`src/rtl/seg_scan_pkg.sv`:
```
// seg_pkg: shared widths and defaults for the 7-segment scanner.
package seg_pkg;
    localparam int DIGITS_DEF = 4;
    localparam int NIBBLE_W = 4;
    function automatic int cnt_w(input int n);
        return (n > 1) ? $clog2(n) : 1;
    endfunction
endpackage

```
`src/rtl/seg_scan_if.sv`:
```
// seg_scan_if: load/display bus between the scanner and its user.
interface seg_scan_if #(parameter int DIGITS = seg_pkg::DIGITS_DEF);
    logic                                  load;
    logic [seg_pkg::NIBBLE_W*DIGITS-1:0]   value;
    logic [DIGITS-1:0]                     blank_mask;
    logic [seg_pkg::NIBBLE_W-1:0]          data;
    logic [DIGITS-1:0]                     dig_sel;
    logic                                  pending;
    logic                                  frame;
    modport master(output load, value, blank_mask, input data, dig_sel, pending, frame);
    modport slave(input load, value, blank_mask, output data, dig_sel, pending, frame);
endinterface

```
`src/rtl/seg_scan_slot_timer.sv`:
```
// slot_timer: cycle-within-slot and digit-index counters with slot-start and frame-wrap flags.
module slot_timer import seg_pkg::*; #(
    parameter int DIGITS = DIGITS_DEF,
    parameter int DIV = 1000,
    localparam int CW = cnt_w(DIV),
    localparam int IW = cnt_w(DIGITS)
) (
    input  logic          clk,
    input  logic          rst,
    output logic [CW-1:0] o_cnt,
    output logic [IW-1:0] o_idx,
    output logic          o_slot_start,
    output logic          o_wrap
);
    logic [CW-1:0] r_cnt;
    logic [IW-1:0] r_idx;
    logic          w_cnt_last;
    logic          w_idx_last;
    assign w_cnt_last   = r_cnt == CW'(DIV - 1);
    assign w_idx_last   = r_idx == IW'(DIGITS - 1);
    assign o_cnt        = r_cnt;
    assign o_idx        = r_idx;
    assign o_slot_start = r_cnt == '0;
    assign o_wrap       = w_cnt_last && w_idx_last;
    always_ff @(posedge clk) begin
        if (rst) begin
            r_cnt <= '0;
            r_idx <= '0;
        end else begin
            r_cnt <= w_cnt_last ? '0 : r_cnt + 1'b1;
            if (w_cnt_last) r_idx <= w_idx_last ? '0 : r_idx + 1'b1;
        end
    end
endmodule

```
`src/rtl/seg_scan.sv`:
```
// seg_scan: multiplexed 7-segment scanner; loaded values are held in a shadow
// register and swapped in only at the frame boundary so a frame never mixes digits.
module seg_scan import seg_pkg::*; #(
    parameter int DIGITS = DIGITS_DEF,
    parameter int DIV = 1000,
    parameter int BLANK = 2
) (
    input logic        clk,
    input logic        rst,
    seg_scan_if.slave  bus
);
    localparam int CW = cnt_w(DIV);
    localparam int IW = cnt_w(DIGITS);
    logic [CW-1:0]                 w_cnt;
    logic [IW-1:0]                 w_idx;
    logic                          w_slot_start;
    logic                          w_wrap;
    logic [NIBBLE_W*DIGITS-1:0]    r_active;
    logic [NIBBLE_W*DIGITS-1:0]    r_shadow;
    logic                          r_pending;
    logic                          r_frame;
    slot_timer #(.DIGITS(DIGITS), .DIV(DIV)) u_timer (
        .clk(clk),
        .rst(rst),
        .o_cnt(w_cnt),
        .o_idx(w_idx),
        .o_slot_start(w_slot_start),
        .o_wrap(w_wrap)
    );
    assign bus.data    = r_active[NIBBLE_W*w_idx +: NIBBLE_W];
    assign bus.dig_sel = (w_slot_start || w_cnt < CW'(BLANK) || bus.blank_mask[w_idx])
                         ? '0 : DIGITS'(1) << w_idx;
    assign bus.pending = r_pending;
    assign bus.frame   = r_frame;
    // A load landing on the wrap cycle bypasses the shadow register.
    always_ff @(posedge clk) begin
        if (rst) begin
            r_active  <= '0;
            r_shadow  <= '0;
            r_pending <= 1'b0;
            r_frame   <= 1'b0;
        end else begin
            r_frame <= w_wrap;
            if (w_wrap && bus.load) begin
                r_active  <= bus.value;
                r_pending <= 1'b0;
            end else if (w_wrap && r_pending) begin
                r_active  <= r_shadow;
                r_pending <= 1'b0;
            end else if (bus.load) begin
                r_shadow  <= bus.value;
                r_pending <= 1'b1;
            end
        end
    end
endmodule

```
`src/flat_wrapper.sv`:
```
// flat-port wrapper written by rule: the top's interface ports become plain ports
module seg_scan_flat import seg_pkg::*;
#(
    parameter int DIGITS = DIGITS_DEF,
    parameter int DIV = 1000,
    parameter int BLANK = 2
)
  (clk, rst, bus_load, bus_value, bus_blank_mask, bus_data, bus_dig_sel, bus_pending, bus_frame);
  seg_scan_if #(.DIGITS(DIGITS)) bus_i ();
  input logic clk;
  input logic rst;
  input wire logic [$bits(bus_i.load)-1:0] bus_load;
  input wire logic [$bits(bus_i.value)-1:0] bus_value;
  input wire logic [$bits(bus_i.blank_mask)-1:0] bus_blank_mask;
  output wire logic [$bits(bus_i.data)-1:0] bus_data;
  output wire logic [$bits(bus_i.dig_sel)-1:0] bus_dig_sel;
  output wire logic [$bits(bus_i.pending)-1:0] bus_pending;
  output wire logic [$bits(bus_i.frame)-1:0] bus_frame;
  assign bus_i.load = bus_load;
  assign bus_i.value = bus_value;
  assign bus_i.blank_mask = bus_blank_mask;
  assign bus_data = bus_i.data;
  assign bus_dig_sel = bus_i.dig_sel;
  assign bus_pending = bus_i.pending;
  assign bus_frame = bus_i.frame;
  seg_scan #(.DIGITS(DIGITS), .DIV(DIV), .BLANK(BLANK)) u_core (.clk(clk), .rst(rst), .bus(bus_i));
endmodule
```
`config.mk`:
```
export PLATFORM = sky130hd
export DESIGN_NAME = seg_scan_flat
export DESIGN_NICKNAME = d
export VERILOG_FILES = /design/src/rtl/seg_scan_pkg.sv /design/src/rtl/seg_scan_if.sv /design/src/rtl/seg_scan_slot_timer.sv /design/src/rtl/seg_scan.sv /design/src/flat_wrapper.sv
export SDC_FILE = /design/constraint.sdc
export NUM_CORES = 1
export LEC_CHECK = 0
export CAP_MARGIN = 25
export CORE_MARGIN = 1
export CORE_UTILIZATION = 25
export CTS_CLUSTER_SIZE = 16
export DETAILED_ROUTE_END_ITERATION = 10
export SLEW_MARGIN = 20
export SYNTH_ARGS = -nofsm -noshare
export SYNTH_HDL_FRONTEND = slang
export SYNTH_SLANG_ARGS = --single-unit
```
`constraint.sdc`:
```
create_clock -name clk -period 2.45 [get_ports clk]
set_input_delay 0.3675 -clock clk [delete_from_list [all_inputs] [get_ports clk]]
set_output_delay 0.3675 -clock clk [all_outputs]
set_load 0.03 [all_outputs]
```
==> impl_summary.txt <==
----------------------------------------------------
[Global routing]
  Largest net degree at the start of global routing ... 65
  Aggregate global routing overflow ... 0
  Combined global-route utilization of all metal layers ... a little over an eighth
  Wire length of the first global-routing pass ... about 13 mm
  Number of global-route vias before repair ... 2584
  Number of antenna violations at the first check in global routing ... 0

[Logic synthesis]
  Post-Synthesis Mean Instance Area ... around 8.6 µm²
  Yosys top cell by area ... sky130_fd_sc_hd__dfxtp_1
  Instance count of the mapped netlist ... 335
  Area share of the leading cell type in the synthesized netlist ... 31.9%
  Synth Register Bits ... 46
  Proportion of synthesized chip area in sequential cells ... around a third
  Mapped Nets ... 364
  Distinct cell type count of the synthesized netlist ... 35
  Synth Warn # ... 0
  Synth Cell Area ... 2890 µm²
  Synth top area cells ... sky130_fd_sc_hd__dfxtp_1, sky130_fd_sc_hd__nor2b_1, sky130_fd_sc_hd__o32ai_2, sky130_fd_sc_hd__a41oi_1, sky130_fd_sc_hd__and3b_1

[Floorplan]
  Num ports ... 33
  Std-Cell Core Area ... 11000 µm²
  Die W ... 110 µm
  Standard-cell row count ... 38
  DIE HEIGHT ... 110 µm
  Die ar. ... 12000 µm²
  Effective utilization at floorplan ... 26.2%

[Timing]
  Max transition margin ... 64.3%
  Total of endpoints with negative setup slack in the final report ... 0
  Transition time of the tightest slew-check pin ... approximately 0.54 ns
  Final critical delay including setup and external delays ... 2.30 ns
  Number of pins exceeding their max-slew limit in the final report ... 0
  Post-route worst hold slack ... 0.458 ns
  Final cycle utilization of the critical path ... 93.7%
  Final-report hold violation count ... 0
  RSZ-0062 raised after global routing ... no
  Achievable Freq ... between 0.4 and 0.5 GHz
  Post-Route Setup TNS ... 0 ns
  Worst clock skew ... approximately 0.0062 ns

[Power]
  Switching fraction of total power ... 22.9%
  Power per unit of standard cell area ... a little over 500 nW/µm²
  Comb pwr share ... 11.7%
  Design internal power ... 1390 µW
  Sequential share of power ... 44.5%
  Relative contribution of the clock network to total power ... 43.8%
  Switching pwr ... 413 µW
  Lkg Pwr ... about 0.0012 µW
  Worst voltage drop across the vdd grid ... 0.387 mV

[Detailed routing]
  Number of vias per cell after detailed routing ... 5.34
  Via count ... around 2600
  Count of TritonRoute iterations in the first routing pass ... 4
  Total Routed Length ... 7.63 mm
  Post-route ant nets ... 0
  Post-DR wirelength/cell ... 15.5 µm
  Drt initial violations ... between 200 and 250
  Number of design rule violations left after detail routing ... 0

[Clock network]
  CTS tree ... built
  Post-CTS Setup Bufs ... 0
  CTS hold repair buffers ... 0
  Cell at the root of the clock tree ... sky130_fd_sc_hd__clkbuf_16
  Clock slew at reported path FFs ... 0.06 ns
  H-Tree Depth ... 2
  Clock sink total ... 46
  Total clock buffers created by CTS ... 5
  Clock latency on the worst-skew pair ... 0.29 ns
  Number of buffers on the longest clock path ... 2
  # resized after CTS ... 0

[Place]
  Instance count after placement with tap cells included ... 485
  PortBufs ... 32
  Placer's final routability congestion estimate ... 0.764
  HPWL reported at the end of detailed placement ... 4.85 mm

[Layout]
  Share of the core filled with cells ... 31.9%
  Relative area change from synthesis to final layout ... 21.8%
  Number of nets in the layout ... roughly 380
  Share of cells above drive strength 1 ... 12.8%
  Post-route non-filler standard cell count ... 492
  Number of antenna repair diodes ... 0

[Setup path]
  Worst setup path class ... reg -> out
  Type of element capturing the critical path ... output pin
  Cell depth of the worst flop-to-flop path ... 5
  Critical Path Start Type ... register
  Highest net fanout along the worst path ... 5
  Register-to-register path setup slack ... between 0.2 and 0.25 ns
  Worst R2R End ... u_core.r_active[5]$_SDFFE_PP0P_
  CP required ... 2.08 ns
  Startpoint of the worst setup timing path ... u_core.u_timer.o_idx[0]$_SDFFE_PP0P_
  Startpoint of the lowest-slack register-to-register path ... u_core.u_timer.o_cnt[0]$_SDFF_PP0_
  CP Data Arrival Time ... 1.93 ns

[Min path]
  Worst hold path type ... reg -> reg
  Hold Crit Endpoint ... u_core.r_active[0]$_SDFFE_PP0P_
  Hold depth ... 2
  Hold wc startpoint ... u_core.r_active[0]$_SDFFE_PP0P_

[Run status]
  Outcome ... complete, no violations

[Run]
  Number of max-capacitance violations reported ... 0

----------------------------------------------------
==> routing by layer <==
layer,global-route usage (%),up-vias,wire length [µm]
met1,16.9,1257,3390
met5,0,-,0
li1,-,1282,-
met2,23.1,74,3680
met4,6.10,0,183
met3,2.02,14,371
==> registers in the layout (all words and copies together) (netlist names) <==
name,count
u_core.bus.frame,1
u_core.r_shadow,16
u_core.r_active,16
u_core.u_timer.o_idx,2
u_core.bus.pending,1
u_core.u_timer.o_cnt,10
==> through the flow <==
stage               worst slack, ns  instance area (µm²)  total power [µW]
finish                        0.154                 3520              1810
global route                 0.0595                 3520              1880
CTS                           0.134                 3520              1830
detailed placement            0.248                 3350              1030
global placement              0.284                 3350              1020
floorplan                     0.327                 2890               954
==> cells in the final DEF, fill, tap and decap left out, drive strengths merged, types with 7 or more instances in the layout <==
master / count
dfxtp: 46
nor2b: 32
clkdlybuf4s50: 27
inv: 25
a21oi: 23
nand4: 21
nand3: 19
o21ai: 19
buf: 19
and3b: 16
nor3b: 16
a41oi: 16
o32ai: 16
nor2: 7
==> synth_stat cells, drive strengths merged <==
cell type and instances:
nor4 3, o21ai 19, nor2b 32, and3b 16, inv 25, or4 3, ha 6, nand4bb 1
nand4 21, nor2 7, o31ai 5, or3 3, a31oi 2, o32ai 16, o21bai 1, clkbuf 29
nand2 2, a41oi 16, nand2b 1, xnor2 2, o41ai 1, and4 1, and2 5, buf 7
nand3 19, mux4 5, a21oi 23, nor3b 16, dfxtp 46, xor2 1, and4bb 1
==> power by group through the flow <==
stage | registers, µW | clock network (µW) | logic [µW]
final | 804 | 790 | 212
after global routing | 809 | 831 | 235
after CTS | 803 | 813 | 214
after detailed placement | 819 | 0 | 212
after global placement | 817 | 0 | 207
after floorplan | 812 | 0 | 142
==> critical path: stages (launching register included) <==
cell                              delay (ns)
sky130_fd_sc_hd__dfxtp_1                0.33
sky130_fd_sc_hd__buf_4                  0.17
sky130_fd_sc_hd__mux4_2                 0.53
sky130_fd_sc_hd__clkdlybuf4s50_1        0.61
==> worst max-delay path by stage <==
stage                                 endpoint  slack (ns)  depth (start not counted)
6_report                           bus_data[2]        0.15                          3
5_1_grt        u_core.r_active[0]$_SDFFE_PP0P_        0.06                          6
4_1_cts                            bus_data[2]        0.13                          3
3_5_place_dp                    bus_dig_sel[3]        0.25                          5
3_3_place_gp   u_core.r_active[0]$_SDFFE_PP0P_        0.28                          6
2_1_floorplan                   bus_dig_sel[0]        0.33                          4
==> logic make-up (layout without fill, tap and decap cells) <==
logic type	Yosys count	count (layout)	share of synthesized area [%]
flops	46	46	31.9
compound gates	83	83	22.1
buf+inv	61	78	8.40
fa+ha+maj	6	6	2.60
mux	5	5	3.90
xor+xnor	3	3	0.909
simple gates	131	131	30.2
==> cell type report <==
type / instances / area [µm²]
Inverter: 25 / 93.8
Tap cell: 140 / 175
Clock buffer: 6 / 139
Multi-Input combinational cell: 228 / 1740
Timing Repair Buffer: 46 / 423
Clock inverter: 1 / 30.0
Fill cell: 1135 / 7510
Sequential cell: 46 / 921
Power figures use the tool's default switching activity.
